**src/rtl/screen_sequencer_pkg.sv**
```systemverilog
// Shared definitions for the screen sequencer slice.
//   screen_state_t   : 2-bit game-flow state, values fixed for debug LEDs
//   END_SCORE_STEP   : default displayed-score increment per frame in reveal
//   END_MIN_FRAMES   : default hold-off frames before restart is accepted
//   END_BLINK_FRAMES : default frames per half-period of the prompt blink
//   COLOR_WHITE      : 8-bit RGB332 white
package screen_sequencer_pkg;

    typedef enum logic [1:0] {
        S_START  = 2'd0,
        S_GAME   = 2'd1,
        S_REVEAL = 2'd2,
        S_WAIT   = 2'd3
    } screen_state_t;

    localparam logic [15:0] END_SCORE_STEP   = 16'd5;
    localparam int          END_MIN_FRAMES   = 120;
    localparam int          END_BLINK_FRAMES = 30;

    localparam logic [7:0]  COLOR_WHITE      = 8'hFF;

endpackage

```
**src/rtl/screen_sequencer_frame_counter.sv**
```systemverilog
// Frame counter used for the end-screen hold-off and prompt blink.
//   clk, resetN : pixel clock, asynchronous active-low reset
//   clear       : synchronous clear, wins over tick
//   tick        : count enable (one video frame)
//   done        : saturating mode - count has reached LIMIT (level)
//                 wrapping mode   - this tick wraps LIMIT-1 back to 0 (pulse)
module frame_counter #(
    parameter int LIMIT = 120,
    parameter bit WRAP  = 1'b0,
    parameter int WIDTH = $clog2(LIMIT + 1)
) (
    input  logic clk,
    input  logic resetN,
    input  logic clear,
    input  logic tick,
    output logic done
);

    localparam logic [WIDTH-1:0] LIMIT_W    = WIDTH'(LIMIT);
    localparam logic [WIDTH-1:0] LIMIT_M1_W = WIDTH'(LIMIT - 1);

    logic [WIDTH-1:0] count_reg;
    logic [WIDTH-1:0] count_next;

    generate
        if (WRAP) begin : g_wrap
            assign done = tick && (count_reg == LIMIT_M1_W);

            always_comb begin
                count_next = count_reg;
                if (clear)
                    count_next = '0;
                else if (done)
                    count_next = '0;
                else if (tick)
                    count_next = count_reg + 1'b1;
            end
        end else begin : g_sat
            assign done = (count_reg == LIMIT_W);

            always_comb begin
                count_next = count_reg;
                if (clear)
                    count_next = '0;
                else if (tick && !done)
                    count_next = count_reg + 1'b1;
            end
        end
    endgenerate

    always_ff @(posedge clk or negedge resetN) begin
        if (!resetN)
            count_reg <= '0;
        else
            count_reg <= count_next;
    end

endmodule

```
**src/rtl/screen_sequencer.sv**
```systemverilog
// Game-flow controller: start screen -> gameplay -> animated score reveal
// -> hold-off wait -> start screen. Selects the full-screen RGB layer and
// drives the end screen's counting-up score and blinking prompt.
//   clk, resetN        : pixel clock, asynchronous active-low reset
//   startOfFrame       : one-cycle pulse per video frame
//   keyStart, gameOver : one-cycle control pulses
//   score              : live binary score from game logic
//   RGB_screen_start/RGB_game/RGB_screen_end : layer pixels
//   RGBOut             : selected pixel (combinational from state)
//   scoreShown         : score value for the end-screen number block
//   gameActive         : high in S_GAME
//   promptVisible      : end-screen "press key" enable (blinks in S_WAIT)
//   screenState        : current state for debug/LEDs
module screen_sequencer
    import screen_sequencer_pkg::*;
#(
    parameter logic [15:0] SCORE_STEP     = END_SCORE_STEP,
    parameter int          MIN_END_FRAMES = END_MIN_FRAMES,
    parameter int          BLINK_FRAMES   = END_BLINK_FRAMES
) (
    input  logic        clk,
    input  logic        resetN,
    input  logic        startOfFrame,
    input  logic        keyStart,
    input  logic        gameOver,
    input  logic [15:0] score,
    input  logic [7:0]  RGB_screen_start,
    input  logic [7:0]  RGB_game,
    input  logic [7:0]  RGB_screen_end,
    output logic [7:0]  RGBOut,
    output logic [15:0] scoreShown,
    output logic        gameActive,
    output logic        promptVisible,
    output logic [1:0]  screenState
);

    screen_state_t state_reg, state_next;
    logic [15:0]   score_shown_reg, score_shown_next;
    logic [15:0]   final_score_reg, final_score_next;
    logic          prompt_reg;
    logic          hold_clear;
    logic          hold_done;
    logic          blink_done;
    logic          wait_tick;
    logic [16:0]   reveal_sum;

    // 17-bit sum so a final score near 16'hFFFF cannot wrap past the target
    assign reveal_sum = {1'b0, score_shown_reg} + {1'b0, SCORE_STEP};
    assign wait_tick  = startOfFrame && (state_reg == S_WAIT);

    always_comb begin
        state_next       = state_reg;
        score_shown_next = score_shown_reg;
        final_score_next = final_score_reg;
        hold_clear       = 1'b0;
        case (state_reg)
            S_START: begin
                if (keyStart)
                    state_next = S_GAME;
            end
            S_GAME: begin
                // gameOver is checked alone; a coincident keyStart has no role here
                if (gameOver) begin
                    final_score_next = score;
                    score_shown_next = '0;
                    hold_clear       = 1'b1;
                    state_next       = S_REVEAL;
                end
            end
            S_REVEAL: begin
                if (keyStart) begin
                    score_shown_next = final_score_reg;
                    hold_clear       = 1'b1;
                    state_next       = S_WAIT;
                end else if (startOfFrame) begin
                    if (reveal_sum >= {1'b0, final_score_reg}) begin
                        score_shown_next = final_score_reg;
                        hold_clear       = 1'b1;
                        state_next       = S_WAIT;
                    end else begin
                        score_shown_next = reveal_sum[15:0];
                    end
                end
            end
            S_WAIT: begin
                if (keyStart && hold_done) begin
                    score_shown_next = '0;
                    state_next       = S_START;
                end
            end
            default: state_next = S_START;
        endcase
    end

    always_ff @(posedge clk or negedge resetN) begin
        if (!resetN) begin
            state_reg       <= S_START;
            score_shown_reg <= '0;
            final_score_reg <= '0;
            prompt_reg      <= 1'b1;
        end else begin
            state_reg       <= state_next;
            score_shown_reg <= score_shown_next;
            final_score_reg <= final_score_next;
            if (state_reg != S_WAIT)
                prompt_reg <= 1'b1;
            else if (blink_done)
                prompt_reg <= ~prompt_reg;
        end
    end

    // Hold-off: saturates at MIN_END_FRAMES, cleared on entry to S_WAIT
    frame_counter #(
        .LIMIT (MIN_END_FRAMES),
        .WRAP  (1'b0)
    ) u_hold_cnt (
        .clk    (clk),
        .resetN (resetN),
        .clear  (hold_clear),
        .tick   (wait_tick),
        .done   (hold_done)
    );

    // Blink: wraps every BLINK_FRAMES frames, held at zero outside S_WAIT
    frame_counter #(
        .LIMIT (BLINK_FRAMES),
        .WRAP  (1'b1)
    ) u_blink_cnt (
        .clk    (clk),
        .resetN (resetN),
        .clear  (state_reg != S_WAIT),
        .tick   (wait_tick),
        .done   (blink_done)
    );

    always_comb begin
        case (state_reg)
            S_START: RGBOut = RGB_screen_start;
            S_GAME:  RGBOut = RGB_game;
            default: RGBOut = RGB_screen_end;
        endcase
    end

    assign scoreShown    = score_shown_reg;
    assign gameActive    = (state_reg == S_GAME);
    // Forced high outside S_WAIT so leaving the wait never shows a stale blink phase
    assign promptVisible = (state_reg != S_WAIT) || prompt_reg;
    assign screenState   = state_reg;

endmodule

```
**config.mk**
```make
export PLATFORM = sky130hd
export DESIGN_NAME = screen_sequencer
export DESIGN_NICKNAME = d
export VERILOG_FILES = /design/src/rtl/screen_sequencer_pkg.sv /design/src/rtl/screen_sequencer_frame_counter.sv /design/src/rtl/screen_sequencer.sv
export SDC_FILE = /design/constraint.sdc
export NUM_CORES = 1
export LEC_CHECK = 0
export CORE_UTILIZATION = 60
export CTS_CLUSTER_DIAMETER = 200
export DETAILED_ROUTE_END_ITERATION = 10
export DONT_BUFFER_PORTS = 1
export PLACE_DENSITY_LB_ADDON = 0.05
export SYNTH_ARGS = -nofsm -noshare
export SYNTH_HDL_FRONTEND = slang
export SYNTH_SLANG_ARGS = --single-unit
export TNS_END_PERCENT = 20
```
**constraint.sdc**
```tcl
create_clock -name clk -period 3.7 [get_ports clk]
set_clock_uncertainty 0.1 [all_clocks]
set_input_delay 0.925 -clock clk [delete_from_list [all_inputs] [get_ports clk]]
set_output_delay 0.925 -clock clk [all_outputs]
set_load 0.02 [all_outputs]
```
==> impl_results.md <==
- Vert. Die Dim: 76.5 um
- Crit-path max FO: 9
- Final hold viol count: 0
- P per Cell Area: between 700 and 800 nW/um^2
- Antenna-violating nets left: 0
- Clock sink total: 47
- Mux cell area share after synthesis: between 6 and 7%
- Fin nets: 445
- Outcome: complete, no violations
- Total GRT Usage: 27.6%
- EDFF count, synth: 0
- GR peak layer: met2
- Htree depth: 2
- Flops & latches, synth: 47
- FP Rows: 26
- Post-Syn Instances: 362
- Most used DFF post-synth: dfrtp_1
- WP data required: 3.79 ns
- Hold Path Class: input port to async pin
- Worst path most repeated cell: ha_1
- Top Ports: 73
- Fin crit period: 3.53 ns
- First-pass GRT wire length: 12.9 mm
- Slew HR: 46.3%
- Vias per inst: 6.26
- Adder and majority gate portion of the synthesized area: 9.40%
- Synth Area in Compound Gates: approximately 16%
- Global Route met3 Usage: under 10%
- Register area share after synthesis: 35.4%
- Netlist cell types: 53
- Area added between synthesis and finish: 8.50%
- Post-synthesis xor/xnor area fraction: 6.05%
- Worst reg2reg path startpoint: scoreShown[0]$_DFFE_PN0P_
- CTS Hold Bufs: 0
- Post-DP HPWL: 5.46 mm
- Worst reg-to-reg path cell count: 11
- Initial Utilization: a little under two thirds
- Crit path launch type: register
- Synthesized cell area: between 3000 and 4000 sq um
- Period utilisation layout: 95.3%
- Maximum vdd drop: about 470 uV
- RR Endpoint: screenState[1]$_DFFE_PN0P_
- Die X: roughly 76 um
- CP max stage cell: or3_1
- Clk Latency, worst-skew pair: 0.30 ns
- Crit Path Class: register to register
- Total wire length: 7.80 mm
- Pre-antenna DRT Iters: 4
- Post-route cell area: 3610 sq um
- CP delay by family, top: compound AO/OA/AOI/OAI gates
- TritonCTS buffer count: 5
- Placeable Area: 5240 sq um
- PortBufs: 0
- Post-DP Area: 3440 sq um
- CP endpoint kind: register
- Wirelength per Cell: between 15 and 20 um
- Max-cap violations: 0
- Share of cells above drive strength 1: 17.6%
- RSZ-0062 raised after global routing: false
- Leak: 1.67 nW
- CP bufs+invs: 0
- Antenna fix cells: 0
- Met2 Use GR: 44.5%
- Number of DRC markers in iteration 0: 198
- Final Setup Violations: 0
- Fillers: 422
- Via count: 2,794
- Post-Synth Simple-Gate Area: about a fifth
- Crit path largest cell delay: 0.52 ns
- Yosys warning total: 0
- CTS tree: done
- CTS max path bufs: 2
- R2R Setup Slk: 0.17 ns
- Final TNS setup: 0 ns
- Mapped Nets: 432
- GRT overflow: 0
- CTS Root Cell: clkbuf_8
- CP cell instances: ha_1, o2111ai_4, or3_1, xnor2_1, ha_1, a21o_1, a211o_2, a31oi_2, o211a_4, a31oi_4, mux2_1
- Met1 usage: 37.1%
- Die area: 5850 sq um
- Share of synthesized registers carrying an async set or reset: 100%
- Worst path arrival time: 3.61 ns
- DRC viols: 0
- Max Slew Vio Count: 0
- Initial antenna violation count: 0
- Largest family of logic cells by synthesized area: simple AND/OR/NAND/NOR gates
- Worst-Margin Slew: between 0.8 and 0.9 ns
- Syn Area/Cell: 9.19 sq um
- Routability cong.: 0.892
- Clock Pin Slew Worst Setup and Hold Paths: approximately 0.090 ns
- Vias in the first global route: 2,681
- Largest net degree at the start of global routing: 48
- Max Freq: 283 MHz
==> cells by family after synthesis <==
kind of cell / after synthesis
fa+ha+maj: 25
simple gates: 138
xor+xnor: 23
mux: 18
buf+inv: 42
flops: 47
compound gates: 69
==> cells in the final DEF, fill, tap and decap left out, types with 2 or more instances in the layout <==
cell type  synthesis  layout
a22oi_1            8       8
and3_2             3       3
a21oi_1           19      19
a211oi_1           2       2
nor3_1            12      12
nand4_1            9       9
nor4b_1            3       3
clkbuf_8           1       6
nand3_1           23      23
o21ai_0            5       5
nand3b_1           3       3
o2111ai_1          2       2
o31ai_1            9       9
nand2b_1           4       4
inv_1             23      23
mux2_2            17      17
ha_1              25      25
dfrtp_1           46      46
nor2_1            21      20
nand2_1           49      49
a21o_1             2       2
o211ai_1           5       5
buf_4              3      24
and3_1             6       6
xnor2_1           14      14
xor2_1             9       9
a32oi_1            4       4
==> worst max path at each step <==
stage	startpoint	to	slack (ns)	cells after the start
final	scoreShown[0]$_DFFE_PN0P_	screenState[1]$_DFFE_PN0P_	0.17	11
after global routing	scoreShown[0]$_DFFE_PN0P_	screenState[1]$_DFFE_PN0P_	0.03	11
after CTS	scoreShown[0]$_DFFE_PN0P_	screenState[1]$_DFFE_PN0P_	0.07	11
after detailed placement	scoreShown[0]$_DFFE_PN0P_	screenState[1]$_DFFE_PN0P_	0.09	11
after global placement	scoreShown[0]$_DFFE_PN0P_	screenState[1]$_DFFE_PN0P_	0.20	11
after floorplan	scoreShown[0]$_DFFE_PN0P_	scoreShown[0]$_DFFE_PN0P_	0.17	13
==> area by class of cell <==
cell class,count,area (sq um),area share [%]
inverter,23,86.3,2.39
multi-input combinational,274,1960,54.3
sequential,47,1180,32.6
tap,70,87.6,2.43
clock inverter,2,35.0,0.971
timing repair buffer,24,180,4.99
clock buffer,6,82.6,2.29
==> per-stage QoR <==
stage          setup WS (ns)  hold WS [ns]  utilization [%]  std cells  power, mW
2_1_floorplan          0.167         0.397                -        362       1.99
3_3_place_gp           0.202         0.418             65.6        432       2.26
3_5_place_dp          0.0939         0.423             65.6        432       2.29
4_1_cts               0.0721         0.194             67.8        440       2.69
5_1_grt               0.0255         0.191             68.9        446       2.92
6_report               0.172         0.202             68.9        446       2.72
==> synthesized netlist by cell type (2+ instances only) <==
cell type,number,share of area (%)
a32oi_1,4,1.1
a21oi_1,19,2.9
nand2b_1,4,0.75
xor2_1,9,2.4
buf_4,3,0.68
ha_1,25,9.4
dfrtp_1,46,35
xnor2_1,14,3.7
nand2_1,49,5.5
nand3b_1,3,0.68
o211ai_1,5,1.1
a211oi_1,2,0.45
o21ai_0,5,0.75
nor4b_1,3,0.79
and3_1,6,1.1
nand4_1,9,1.7
a22oi_1,8,1.8
nand3_1,23,3.5
nor3_1,12,1.8
o2111ai_1,2,0.53
mux2_2,17,5.8
clkbuf_1,7,0.79
nor2_1,21,2.4
buf_6,4,1.4
inv_1,23,2.6
a21o_1,2,0.45
and3_2,3,0.68
o31ai_1,9,2.0
==> timing repair <==
item                                   in CTS  in global routing
endpoints found under the hold margin       0                  0
resized for setup                           0                  2
setup endpoints to repair                   0                 20
setup buffers                               0                  5
==> per-layer routing <==
layer | vias to the layer above | share of wire [%]
li1 | 1325 | -
met1 | 1331 | 45
met2 | 126 | 46
met3 | 12 | 7.6
met4 | 0 | 1.2
met5 | - | 0
==> power breakdown <==
part / internal, mW / switching, mW
Clock: 0.219 / 0.179
Combinational: 0.558 / 0.884
Sequential: 0.682 / 0.202
Power figures use the tool's default switching activity.
